File: src/rtl/pc_pkg.sv
// Shared types and constants for the fetch-stage program counter (pc_sequencer).
// The optional branch delay slot is enabled by defining PC_DELAY_SLOT_EN.
package pc_pkg;

   typedef enum logic [1:0] {
      BR_BEQ  = 2'b00,
      BR_BNE  = 2'b01,
      BR_BLEZ = 2'b10,
      BR_BGTZ = 2'b11
   } br_type_t;

   typedef enum logic {
      ST_RUN = 1'b0,
      ST_EXC = 1'b1
   } pc_state_t;

   localparam logic [31:0] DEF_RESET_VECTOR = 32'h0000_0000;
   localparam logic [31:0] DEF_EXC_VECTOR   = 32'h0000_0080;

   function automatic logic branch_taken(input br_type_t bt, input logic zero, input logic neg);
      logic taken;
      case (bt)
         BR_BEQ:  taken = zero;
         BR_BNE:  taken = !zero;
         BR_BLEZ: taken = zero | neg;
         BR_BGTZ: taken = !zero & !neg;
         default: taken = 1'b0;
      endcase
      return taken;
   endfunction

endpackage

File: src/rtl/pc_target_gen.sv
// Combinational next-address candidates for pc_sequencer: pc+4, branch and jump
// targets, and the branch-taken decode.
module pc_target_gen
   import pc_pkg::*;
#(
   parameter int unsigned ADDR_W = 32
) (
   input  logic [ADDR_W-1:0] pc,
   input  logic [15:0]       field_addr16,
   input  logic [25:0]       field_addr26,
   input  logic [1:0]        branch_type,
   input  logic              zero_flag,
   input  logic              neg_flag,
   output logic [ADDR_W-1:0] pc_plus4,
   output logic [ADDR_W-1:0] branch_tgt,
   output logic [ADDR_W-1:0] jump_tgt,
   output logic              br_taken
);

   logic [ADDR_W-1:0] br_offset;

   assign pc_plus4   = pc + ADDR_W'(4);
   assign br_offset  = {{(ADDR_W-18){field_addr16[15]}}, field_addr16, 2'b00};
   assign branch_tgt = pc_plus4 + br_offset;
   assign jump_tgt   = {pc_plus4[ADDR_W-1:28], field_addr26, 2'b00};
   assign br_taken   = branch_taken(br_type_t'(branch_type), zero_flag, neg_flag);

endmodule

File: src/rtl/pc_sequencer.sv
// Fetch-stage program counter with branch/jump/JR sequencing and exception entry/return.
// Define PC_DELAY_SLOT_EN to defer taken control transfers by one delay-slot instruction.
module pc_sequencer
   import pc_pkg::*;
#(
   parameter int unsigned ADDR_W       = 32,
   parameter logic [31:0] RESET_VECTOR = DEF_RESET_VECTOR,
   parameter logic [31:0] EXC_VECTOR   = DEF_EXC_VECTOR
) (
   input  logic              clk,
   input  logic              reset,
   input  logic              stall,
   input  logic [15:0]       field_addr16,
   input  logic [25:0]       field_addr26,
   input  logic [ADDR_W-1:0] rs_data,
   input  logic              jump_en,
   input  logic              jump_reg_en,
   input  logic              branch_en,
   input  logic [1:0]        branch_type,
   input  logic              zero_flag,
   input  logic              neg_flag,
   input  logic              exc_req,
   input  logic              eret,
   output logic [ADDR_W-1:0] pc,
   output logic [ADDR_W-1:0] pc_plus4,
   output logic [ADDR_W-1:0] link_addr,
   output logic [ADDR_W-1:0] epc,
   output logic              in_exc,
   output logic              redirect,
   output logic              align_err
);

   localparam logic [ADDR_W-1:0] RST_PC = {RESET_VECTOR[ADDR_W-1:2], 2'b00};
   localparam logic [ADDR_W-1:0] EXC_PC = {EXC_VECTOR[ADDR_W-1:2], 2'b00};

   pc_state_t         state;
   logic [ADDR_W-1:0] branch_tgt;
   logic [ADDR_W-1:0] jump_tgt;
   logic              br_taken;
   logic              jr_mis;
   logic              tgt_valid;
   logic [ADDR_W-1:0] tgt;

`ifdef PC_DELAY_SLOT_EN
   logic              pending;
   logic [ADDR_W-1:0] pending_tgt;
`endif

   pc_target_gen #(
      .ADDR_W(ADDR_W)
   ) u_target_gen (
      .pc          (pc),
      .field_addr16(field_addr16),
      .field_addr26(field_addr26),
      .branch_type (branch_type),
      .zero_flag   (zero_flag),
      .neg_flag    (neg_flag),
      .pc_plus4    (pc_plus4),
      .branch_tgt  (branch_tgt),
      .jump_tgt    (jump_tgt),
      .br_taken    (br_taken)
   );

   assign link_addr = pc_plus4;
   assign in_exc    = (state == ST_EXC);
   assign jr_mis    = jump_reg_en && (rs_data[1:0] != 2'b00);

   // A misaligned JR never selects a target here: in RUN it is trapped before this
   // is consulted, in EXC it degrades to plain sequential fetch.
   always_comb begin
      tgt_valid = 1'b0;
      tgt       = pc_plus4;
      if (jump_reg_en) begin
         if (!jr_mis) begin
            tgt_valid = 1'b1;
            tgt       = rs_data;
         end
      end else if (jump_en) begin
         tgt_valid = 1'b1;
         tgt       = jump_tgt;
      end else if (branch_en && br_taken) begin
         tgt_valid = 1'b1;
         tgt       = branch_tgt;
      end
   end

   always_ff @(posedge clk) begin
      if (reset) begin
         pc        <= RST_PC;
         epc       <= '0;
         state     <= ST_RUN;
         redirect  <= 1'b0;
         align_err <= 1'b0;
`ifdef PC_DELAY_SLOT_EN
         pending     <= 1'b0;
         pending_tgt <= '0;
`endif
      end else begin
         redirect  <= 1'b0;
         align_err <= 1'b0;
`ifdef PC_DELAY_SLOT_EN
         // The delay-slot instruction is at pc, so a trap while pending returns to its branch.
         if (state == ST_RUN && exc_req) begin
            epc      <= pending ? pc - ADDR_W'(4) : pc;
            pc       <= EXC_PC;
            state    <= ST_EXC;
            redirect <= 1'b1;
            pending  <= 1'b0;
         end else if (pending) begin
            if (!stall) begin
               pc       <= pending_tgt;
               pending  <= 1'b0;
               redirect <= 1'b1;
            end
         end else
`endif
         if (state == ST_RUN && (exc_req || jr_mis)) begin
            epc       <= pc;
            pc        <= EXC_PC;
            state     <= ST_EXC;
            redirect  <= 1'b1;
            align_err <= !exc_req;
         end else if (state == ST_EXC && eret) begin
            pc       <= epc;
            state    <= ST_RUN;
            redirect <= 1'b1;
         end else if (!stall) begin
`ifdef PC_DELAY_SLOT_EN
            pc <= pc_plus4;
            if (tgt_valid) begin
               pending     <= 1'b1;
               pending_tgt <= tgt;
            end
`else
            pc       <= tgt;
            redirect <= tgt_valid;
`endif
         end
      end
   end

endmodule

File: config.mk
export PLATFORM = sky130hd
export DESIGN_NAME = pc_sequencer
export DESIGN_NICKNAME = d
export VERILOG_FILES = /design/src/rtl/pc_pkg.sv /design/src/rtl/pc_target_gen.sv /design/src/rtl/pc_sequencer.sv
export SDC_FILE = /design/constraint.sdc
export NUM_CORES = 1
export LEC_CHECK = 0
export ABC_CLOCK_PERIOD_IN_PS = 10740
export CORE_MARGIN = 4
export CORE_UTILIZATION = 30
export CTS_CLUSTER_SIZE = 8
export DETAILED_ROUTE_END_ITERATION = 8
export GPL_TIMING_DRIVEN = 0
export PLACE_DENSITY = 0.65
export SKIP_LAST_GASP = 1
export SYNTH_ARGS = -nofsm -noshare
export SYNTH_HDL_FRONTEND = slang
export SYNTH_SLANG_ARGS = --single-unit
File: constraint.sdc
create_clock -name clk -period 10.74 [get_ports clk]
set_input_delay 3.222 -clock clk [delete_from_list [all_inputs] [get_ports clk]]
set_output_delay 3.222 -clock clk [all_outputs]
set_load 0.02 [all_outputs]
## Word-level counts from Yosys, hierarchy flattened

Cells that the tools add are included.

- Output and inout bits: 131
- Bits of input ports: 86
- Logic and storage cells: 47
- Register bits after elaboration: 67

- Bitwise operators: 4
- Reductions and logical operators: 13
- Equality and inequality tests: 5
- $add $sub $neg: 2
- Multiplexer cells: 17

Operators with widths:

| operator | count |
|---|---|
| 2-to-1 mux 32 bit | 6 |
| adder 32 x 3 -> 32 bit (second input constant) | 1 |
| adder 32 bit | 1 |
| 2-to-1 mux 1 bit | 9 |
| 2-to-1 mux 8 bit | 1 |
| == test 2 bit (second input constant) | 2 |
| logical AND 1 bit | 4 |
| one-hot mux 1 bit (4 select lines) | 1 |
| nonzero test 2 bit | 2 |
| OR reduction 2 bit | 2 |
| logical NOT 1 bit | 3 |
| != test 3 x 1 -> 1 bit (second input constant) | 1 |
| == test 2 x 1 -> 1 bit (second input constant) | 1 |
| logical NOT 2 bit | 1 |
| != test 2 x 1 -> 1 bit (second input constant) | 1 |
| NOT 1 bit | 2 |
| bitwise AND 1 bit | 1 |
| logical OR 1 bit | 1 |
| bitwise OR 1 bit | 1 |

## Longest topological paths before layout

Gate-level depths: netlist of run 1.

- Depth in word-level cells: 10
- Gate-level depth with buffers: 18
- Mapped depth without buffers: 17

## Hierarchy

Synthesis of run 1 repeated with hierarchy kept, for this count alone.

- Cell total of the unflattened synthesis: 922
- Area total of the unflattened synthesis: 6990.5 um2

Modules (own cells, without submodules):

| module | times used | seq. area each (um2) | area an instance (um2) | cells each |
|---|---|---|---|---|
| pc_sequencer | 1 | 1341.3 | 4586.9 | 582 |
| pc_target_gen | 1 | 0.0 | 2403.6 | 340 |

## Worst setup path after synthesis of run 1

Ideal clock, no wire load.

- Kind: reg-to-output
- Start point: register pc[3]
- End point: output port pc_plus4[28]
- Stages on the path, launching flop included: 9
- Path buffers: 2
- Arrival time: 2.406 ns
- Setup slack: 5.112 ns
- Required time: 7.518 ns
- Cells stage by stage: dfxtp_1 > ha_1 > nand4_4 > nor4_4 > and2_1 > buf_6 > nand3_1 > xnor2_1 > buf_4

- Cells in the longest elaborated chain, start to end: 1

RTL lines:

| element | line | RTL |
|---|---|---|
| start, declared | pc_sequencer.sv:24 | `output logic [ADDR_W-1:0] pc,` |
| start signal, assigned | pc_sequencer.sv:124 | `pc <= epc;` |
| start signal, assigned | pc_sequencer.sv:135 | `pc <= tgt;` |
| adder 32 x 3 -> 32 bit | pc_target_gen.sv:22 | `assign pc_plus4 = pc + ADDR_W'(4);` |
| end, declared | pc_sequencer.sv:25 | `output logic [ADDR_W-1:0] pc_plus4,` |

No other way between the ends.

## Worst setup path after layout of run 1

- Start point: register pc[11]
- End point: output port pc_plus4[25]

Same word-level chain as after synthesis.

==> flow_summary.json, run 1 <==
{
  "status": "completed",
  "fillCellCount": 2040,
  "synthArstFlopShare_pct": 0,
  "r2r_start": "pc[3]",
  "hold_slack_ns": 0.473,
  "clock.fmax_mhz": 152,
  "yosys-top-cells-count": "nand2_1 (144), a21oi_1 (88), dfxtp_1 (67), nor2_1 (61), o21ai_0 (52)",
  "syn_area_sq_um": 6080,
  "grt-ovfl-total": 0,
  "arrival_ns": 3.34,
  "clock-sinks": 67,
  "synthFlopType": "dfxtp_1",
  "die_x_um": 150,
  "tns_ns": 0,
  "worst_slew_pin_slew_ns": 1.02,
  "crit_type": "flop to primary output",
  "vias_per_cell": 5.56,
  "layout-drive-gt1-share_pct": 6.55,
  "clk_path_buf_depth": 2,
  "diodes": 0,
  "worstHoldStart": "epc[7]",
  "worstHoldEndpoint": "epc[7]",
  "postLayoutCellArea_sq_um": 8860,
  "dieArea_sq_um": 22600,
  "finClkSkew_ns": 0.00927,
  "nNetsFinal": 1203,
  "area_growth_pct": 45.9,
  "holdPathStages": 2,
  "ant_nets": 0,
  "cp_max_fo": 8,
  "synth_area_leader_cell": "dfxtp_1",
  "final_cells": 1349,
  "track_usage_pct": 23.7,
  "r2r_end": "pc[27]",
  "std_cell_rows": 51,
  "portBuffers": 214,
  "ys_seq_elements": 67,
  "synth.area.top_cells": "dfxtp_1 (22%), nand2_1 (8.9%), ha_1 (7.4%)",
  "min_path_type": "flop to flop",
  "p_leak_uw": 0.00340,
  "wl_per_cell_um": 20.3,
  "synth.distinct_cells": 74,
  "rr_worst_depth": 17,
  "cp-end-kind": "primary output",
  "drtPass1Iterations": 5,
  "finalCriticalPeriod_ns": 6.56,
  "place_area_sq_um": 8550,
  "synth.most_common_cell": "nand2_1",
  "ios": 217,
  "worstSkewPairLatency_ns": 0.34,
  "netlist_instances": 855,
  "routed-via-count": 7497,
  "h-tree-depth": 3,
  "synth_edf_count": 0,
  "finalCritPeriodShare_pct": 61.1,
  "ys_warn_count": 0,
  "cts_buffers": 9,
  "dp_hpwl_mm": 22.1,
  "post-route-drc-count": 0,
  "maxCapViolations": 0,
  "cts_tree": "built",
  "core_area_sq_um": 19700,
  "routed_wl_mm": 27.4,
  "avgSynthCellArea_sq_um": 7.11,
  "place_inst": 1334,
  "drt_iter0_drc": 657,
  "relSlewSlack_pct": 32.1,
  "critical_path_required_ns": 7.52,
  "ys_seq_area_share_pct": 22.1,
  "p_per_area_nw_per_um2": 104,
  "hold_viol_final": 0,
  "cts_root_buf": "clkbuf_16",
  "first_global_vias": 7344,
  "rsz0062_at_grt": "no",
  "synth_nets": 978,
  "initial_core_util_pct": 30.8,
  "cts_resized": 0,
  "cts_hold_buf": 0,
  "antenna_found_initial": 0,
  "clkTransAtPathRegs_ns": 0.06,
  "dieHeight_um": 150,
  "ir_drop_mv": 0.102,
  "finalSetupViolCount": 0,
  "timing.final.max_slew_violations": 0,
  "grt_max_degree": 26,
  "rrSetupSlack_ns": 6.27,
  "place.gp.congestion": 0.944,
  "yosysTopAreaCellShare_pct": 22.1,
  "cts_setup_buffers": 0,
  "grt_pass1_wl_mm": 41.3,
  "worst_setup_path_start_kind": "flop"
}
-- critical path: stages, from the launching register on --
cell and delay (ns):
dfxtp_1 0.49, nand4_1 0.24, or2_1 0.33, nor3_4 0.39, nand2_1 0.12, xnor2_1 0.62
buf_4 0.22, clkdlybuf4s50_1 0.59
-- cell usage in the layout, fill, tap and decap left out, types with 4 or more instances in the layout --
| cell | Yosys | layout |
|---|---|---|
| clkdlybuf4s50_1 | 0 | 214 |
| nand2_1 | 144 | 144 |
| a21oi_1 | 88 | 88 |
| dfxtp_1 | 67 | 67 |
| nor2_1 | 61 | 61 |
| o21ai_0 | 52 | 52 |
| clkbuf_1 | 42 | 43 |
| ha_1 | 36 | 36 |
| xnor2_1 | 35 | 35 |
| buf_4 | 34 | 34 |
| nand3_1 | 32 | 32 |
| inv_1 | 28 | 28 |
| nor3_1 | 21 | 21 |
| o211ai_1 | 19 | 19 |
| xor2_1 | 16 | 16 |
| a211oi_1 | 15 | 15 |
| a31oi_1 | 11 | 11 |
| clkbuf_16 | 0 | 9 |
| and3_1 | 7 | 7 |
| a21o_1 | 7 | 7 |
| nand2b_1 | 7 | 7 |
| o31ai_1 | 7 | 7 |
| and2_1 | 6 | 6 |
| o21ai_1 | 6 | 6 |
| o221ai_1 | 6 | 6 |
| nand4_1 | 5 | 5 |
| and4_1 | 5 | 5 |
| a311oi_1 | 5 | 5 |
| a32oi_1 | 5 | 5 |
| a221oi_1 | 5 | 5 |
| o21bai_1 | 5 | 5 |
| buf_2 | 4 | 4 |
| nor4_1 | 4 | 4 |
| o22ai_1 | 4 | 4 |
| clkbuf_8 | 0 | 4 |
-- metrics by stage --
step | setup WS (ns) | util, % | power (uW)
2_1_floorplan | 5.11 | - | 468
3_3_place_gp | 4.00 | 43.4 | 610
3_5_place_dp | 3.94 | 43.4 | 613
4_1_cts | 4.17 | 45.0 | 922
5_1_grt | 3.98 | 45.0 | 963
6_report | 4.18 | 45.0 | 923
-- logic make-up (layout without fill, tap and decap cells) --
family                     Yosys count  after routing  share of synthesized area (%)
AOI/OAI and AO/OA                  268            268                           28.4
buffers and inverters              114            343                           9.39
adders and majority gates           37             37                           7.74
and+or+nand+nor                    313            313                           24.2
xor gates and xnor gates            51             51                           7.35
muxes                                5              5                          0.865
DFF                                 67             67                           22.1
-- flip-flops by register name, summed over array words and instances, names as in the netlist, named ones only --
name       flops
redirect       1
epc           32
pc            30
align_err      1
in_exc         1
-- routing by layer --
metal | wire, um | track usage (%)
met2 | 12400 | 38.5
met1 | 11500 | 30.9
met5 | 0 | 0
met3 | 2720 | 6.41
met4 | 703 | 7.00
-- area by class of cell --
| class | count | area [sq um] | area share (%) |
|---|---|---|---|
| Tap cell | 265 | 332 | 3.74 |
| Inverter | 29 | 109 | 1.23 |
| Sequential cell | 67 | 1340 | 15.1 |
| Clock inverter | 1 | 30.0 | 0.339 |
| Multi-Input combinational cell | 674 | 4160 | 47.0 |
| Buffer | 85 | 462 | 5.21 |
| Timing Repair Buffer | 214 | 2140 | 24.2 |
| Clock buffer | 14 | 284 | 3.20 |
-- power breakdown --
group	internal (uW)	switching [uW]
registers	260	17.1
clock network	204	106
logic	143	194
-- worst max-delay path by stage --
stage | to | cells after the start | startpoint | slack (ns)
final | pc_plus4[25] | 7 | pc[11] | 4.18
after global routing | pc[27] | 10 | field_addr16[15] | 3.98
after CTS | pc_plus4[23] | 7 | pc[11] | 4.17
after detailed placement | pc[27] | 10 | field_addr16[15] | 3.94
after global placement | pc[27] | 10 | field_addr16[15] | 4.00
after floorplan | pc_plus4[28] | 8 | pc[3] | 5.11
Power figures use the tool's default switching activity.
==> inputs of run 2 (changes only) <==
Settings changed: ABC_CLOCK_PERIOD_IN_PS 10740 to 6300.
Clock period 10.74 ns to 6.3 ns, I/O delays scaled along.
==> results of run 2 <==
Same layout as run 1 (identical final DEF). Status: completed.
Main changes from that run: setup slack after placement 3.94 ns -> 0.833 ns; setup slack after layout 4.18 ns -> 1.07 ns; register-to-register setup slack 6.27 ns -> 1.83 ns; total power 923 uW -> 1570 uW; worst IR drop on VDD 0.102 mV -> 0.173 mV
==> inputs of run 3 (changes only) <==
Settings changed: ABC_CLOCK_PERIOD_IN_PS 6300 to 4910.
Clock period 6.3 ns to 4.91 ns, I/O delays scaled along.
==> run 3 against run 2 <==
Clock power grew 29%; sequential cell count unchanged; via count about the same; final area is 0.54% higher; final cell count did not move; non-clock buffer count is the same; utilization up 0.24 points; worst setup slack worse by 0.93 ns; global-route usage did not move; largest power group unchanged; highest routed layer unchanged.
==> flow_summary.json, run 3 (same netlist as run 1, synthesis figures left out) <==
{
  "ir_drop_mv": 0.222,
  "die_x_um": 150,
  "diodes": 0,
  "p_sw_share_pct": 34.3,
  "largest_register_ffs": 32,
  "std_cell_rows": 51,
  "seqPwrFrac_pct": 30.0,
  "grt-ovfl-total": 0,
  "rrSetupSlack_ns": 0.40,
  "clock.fmax_mhz": 210,
  "clock-sinks": 67,
  "layout-drive-gt1-share_pct": 7.10,
  "crit_type": "flop to primary output",
  "worst_setup_path_start_kind": "flop",
  "fillCellCount": 2035,
  "cts_root_buf": "clkbuf_16",
  "nNetsFinal": 1203,
  "initial_core_util_pct": 30.8,
  "cp_max_fo": 8,
  "finalCriticalPeriod_ns": 4.76,
  "min_path_type": "flop to flop",
  "met3_usage_pct": 6.41,
  "drt_iter0_drc": 623,
  "ant_nets": 0,
  "arrival_ns": 3.29,
  "status": "completed",
  "antenna_found_initial": 0,
  "wl_per_cell_um": 20.4,
  "core_area_sq_um": 19700,
  "maxCapViolations": 0,
  "cts_buffers": 9,
  "drtPass1Iterations": 5,
  "busiest_layer": "met2",
  "p_int_uw": 1330,
  "worstSkewPairLatency_ns": 0.34,
  "largest_register": "epc",
  "p_per_area_nw_per_um2": 227,
  "clkTransAtPathRegs_ns": 0.06,
  "hold_slack_ns": 0.475,
  "layout_common_cells": "clkdlybuf4s50_1 (213), nand2_1 (144), a21oi_1 (88)",
  "worstHoldEndpoint": "epc[29]",
  "r2r_end": "pc[27]",
  "rr_worst_depth": 17,
  "portBuffers": 214,
  "power_switching_uw": 695,
  "dieHeight_um": 150,
  "max_stage_delay_ns": 0.59,
  "relSlewSlack_pct": 33.4,
  "post-route-drc-count": 0,
  "timing.final.max_slew_violations": 0,
  "hold_viol_final": 0,
  "clk_path_buf_depth": 2,
  "grt_max_degree": 26,
  "p_leak_uw": 0.00346,
  "reg_top3": "epc (32), pc (30)",
  "multiInputGateArea_sq_um": 4210,
  "critical_path_required_ns": 3.44,
  "dp_hpwl_mm": 22.1,
  "worst-path-stages": 7,
  "p_clk_share_pct": 33.6,
  "dieArea_sq_um": 22600,
  "slowest_stage": "clkdlybuf4s50_1",
  "grt_pass1_wl_mm": 41.3,
  "track_usage_pct": 23.7,
  "place.gp.congestion": 0.944,
  "cts_tree": "built",
  "routed-via-count": 7501,
  "ios": 217,
  "vias_per_cell": 5.56,
  "finalSetupViolCount": 0,
  "use_met1_pct": 30.9,
  "path_buf_inv": 2,
  "cp-end-kind": "primary output",
  "use_met2_pct": 38.5,
  "rsz0062_at_grt": "no",
  "cts_setup_buffers": 0,
  "crit_chain": "nand4_1 -> or2_1 -> nor3_4 -> nand2_1 -> xnor2_1 -> buf_4 -> clkdlybuf4s50_1",
  "h-tree-depth": 3,
  "worstHoldStart": "epc[29]",
  "area_growth_pct": 46.7,
  "finalCritPeriodShare_pct": 97.0,
  "holdPathStages": 2,
  "r2r_start": "pc[2]",
  "finClkSkew_ns": 0.00685,
  "seqCellArea_sq_um": 1340,
  "first_global_vias": 7344,
  "comb_power_share_pct": 36.4,
  "worst_slew_pin_slew_ns": 0.995,
  "tns_ns": 0,
  "routed_wl_mm": 27.5,
  "final_common_cell": "clkdlybuf4s50_1",
  "cp_top_family": "simple AND/OR/NAND/NOR gates",
  "power_uw": 2020
}
run 3: changes by cell type in the layout (fill, tap and decap cells not counted), sizes merged:
| cell | delta |
|---|---|
| clkdlybuf4s50 | -1 |
| dlymetal6s2s | +1 |
run 3: worst max path at each step:
stage / endpoint / start / slack [ns]
4_1_cts: pc_plus4[23] / pc[11] / 0.09
6_report: pc_plus4[23] / pc[11] / 0.15
5_1_grt: pc_plus4[23] / pc[11] / 0.03
3_3_place_gp: pc[27] / field_addr16[15] / -0.08
3_5_place_dp: pc[27] / field_addr16[15] / -0.14
2_1_floorplan: pc[31] / pc[3] / 0.72
run 3: repair_timing:
| item | CTS | global route |
|---|---|---|
| endpoints found under the hold margin | 0 | 0 |
| hold buffers | 0 | 0 |
| gates resized for setup | 0 | 7 |
| endpoints found under the setup margin | 0 | 7 |
run 3: per-layer routing:
layer | vias up | part of all wire, %
met4 | 0 | 2.5
met2 | 424 | 45
met3 | 46 | 11
met5 | - | 0
met1 | 3504 | 41
li1 | 3527 | -
run 3: power by group through the flow:
stage | sequential [uW] | combinational [uW] | clock (uW)
detailed placement | 616 | 724 | 0
global route | 609 | 795 | 705
finish | 607 | 737 | 679
CTS | 605 | 727 | 686
floorplan | 630 | 392 | 0
global placement | 616 | 719 | 0
run 3: metrics by stage:
| step | utilization, % | instance area, sq um | setup WS (ns) | instances |
|---|---|---|---|---|
| 6_report | 45.2 | 8910 | 0.146 | 1349 |
| 5_1_grt | 45.2 | 8910 | 0.0257 | 1349 |
| 4_1_cts | 45.0 | 8860 | 0.0897 | 1349 |
| 3_5_place_dp | 43.4 | 8550 | -0.140 | 1334 |
| 3_3_place_gp | 43.4 | 8550 | -0.0810 | 1334 |
| 2_1_floorplan | - | 6080 | 0.717 | 855 |
run 3: worst reg2reg max path, stage by stage (launching register included):
cell and delay [ns]:
dfxtp_1 0.48, ha_1 0.31, nand4_4 0.18, nor4_4 0.34
and2_1 0.18, buf_6 0.12, nand3_2 0.07, xor2_1 0.24
inv_1 0.15, ha_1 0.30, clkbuf_2 0.20, a21oi_1 0.12
o21ai_0 0.56, o21ai_0 0.21, a221oi_1 0.29, nor2_1 0.11
a221oi_1 0.40, o21ai_1 0.13
run 3: cell type report:
type                       count  area share [%]
clock inverter                 1           0.337
sequential                    67            15.1
multi-input combinational    674            47.2
buffer                        85            5.18
inverter                      29            1.22
clock buffer                  14            3.19
tap                          265            3.72
timing repair buffer         214            24.1
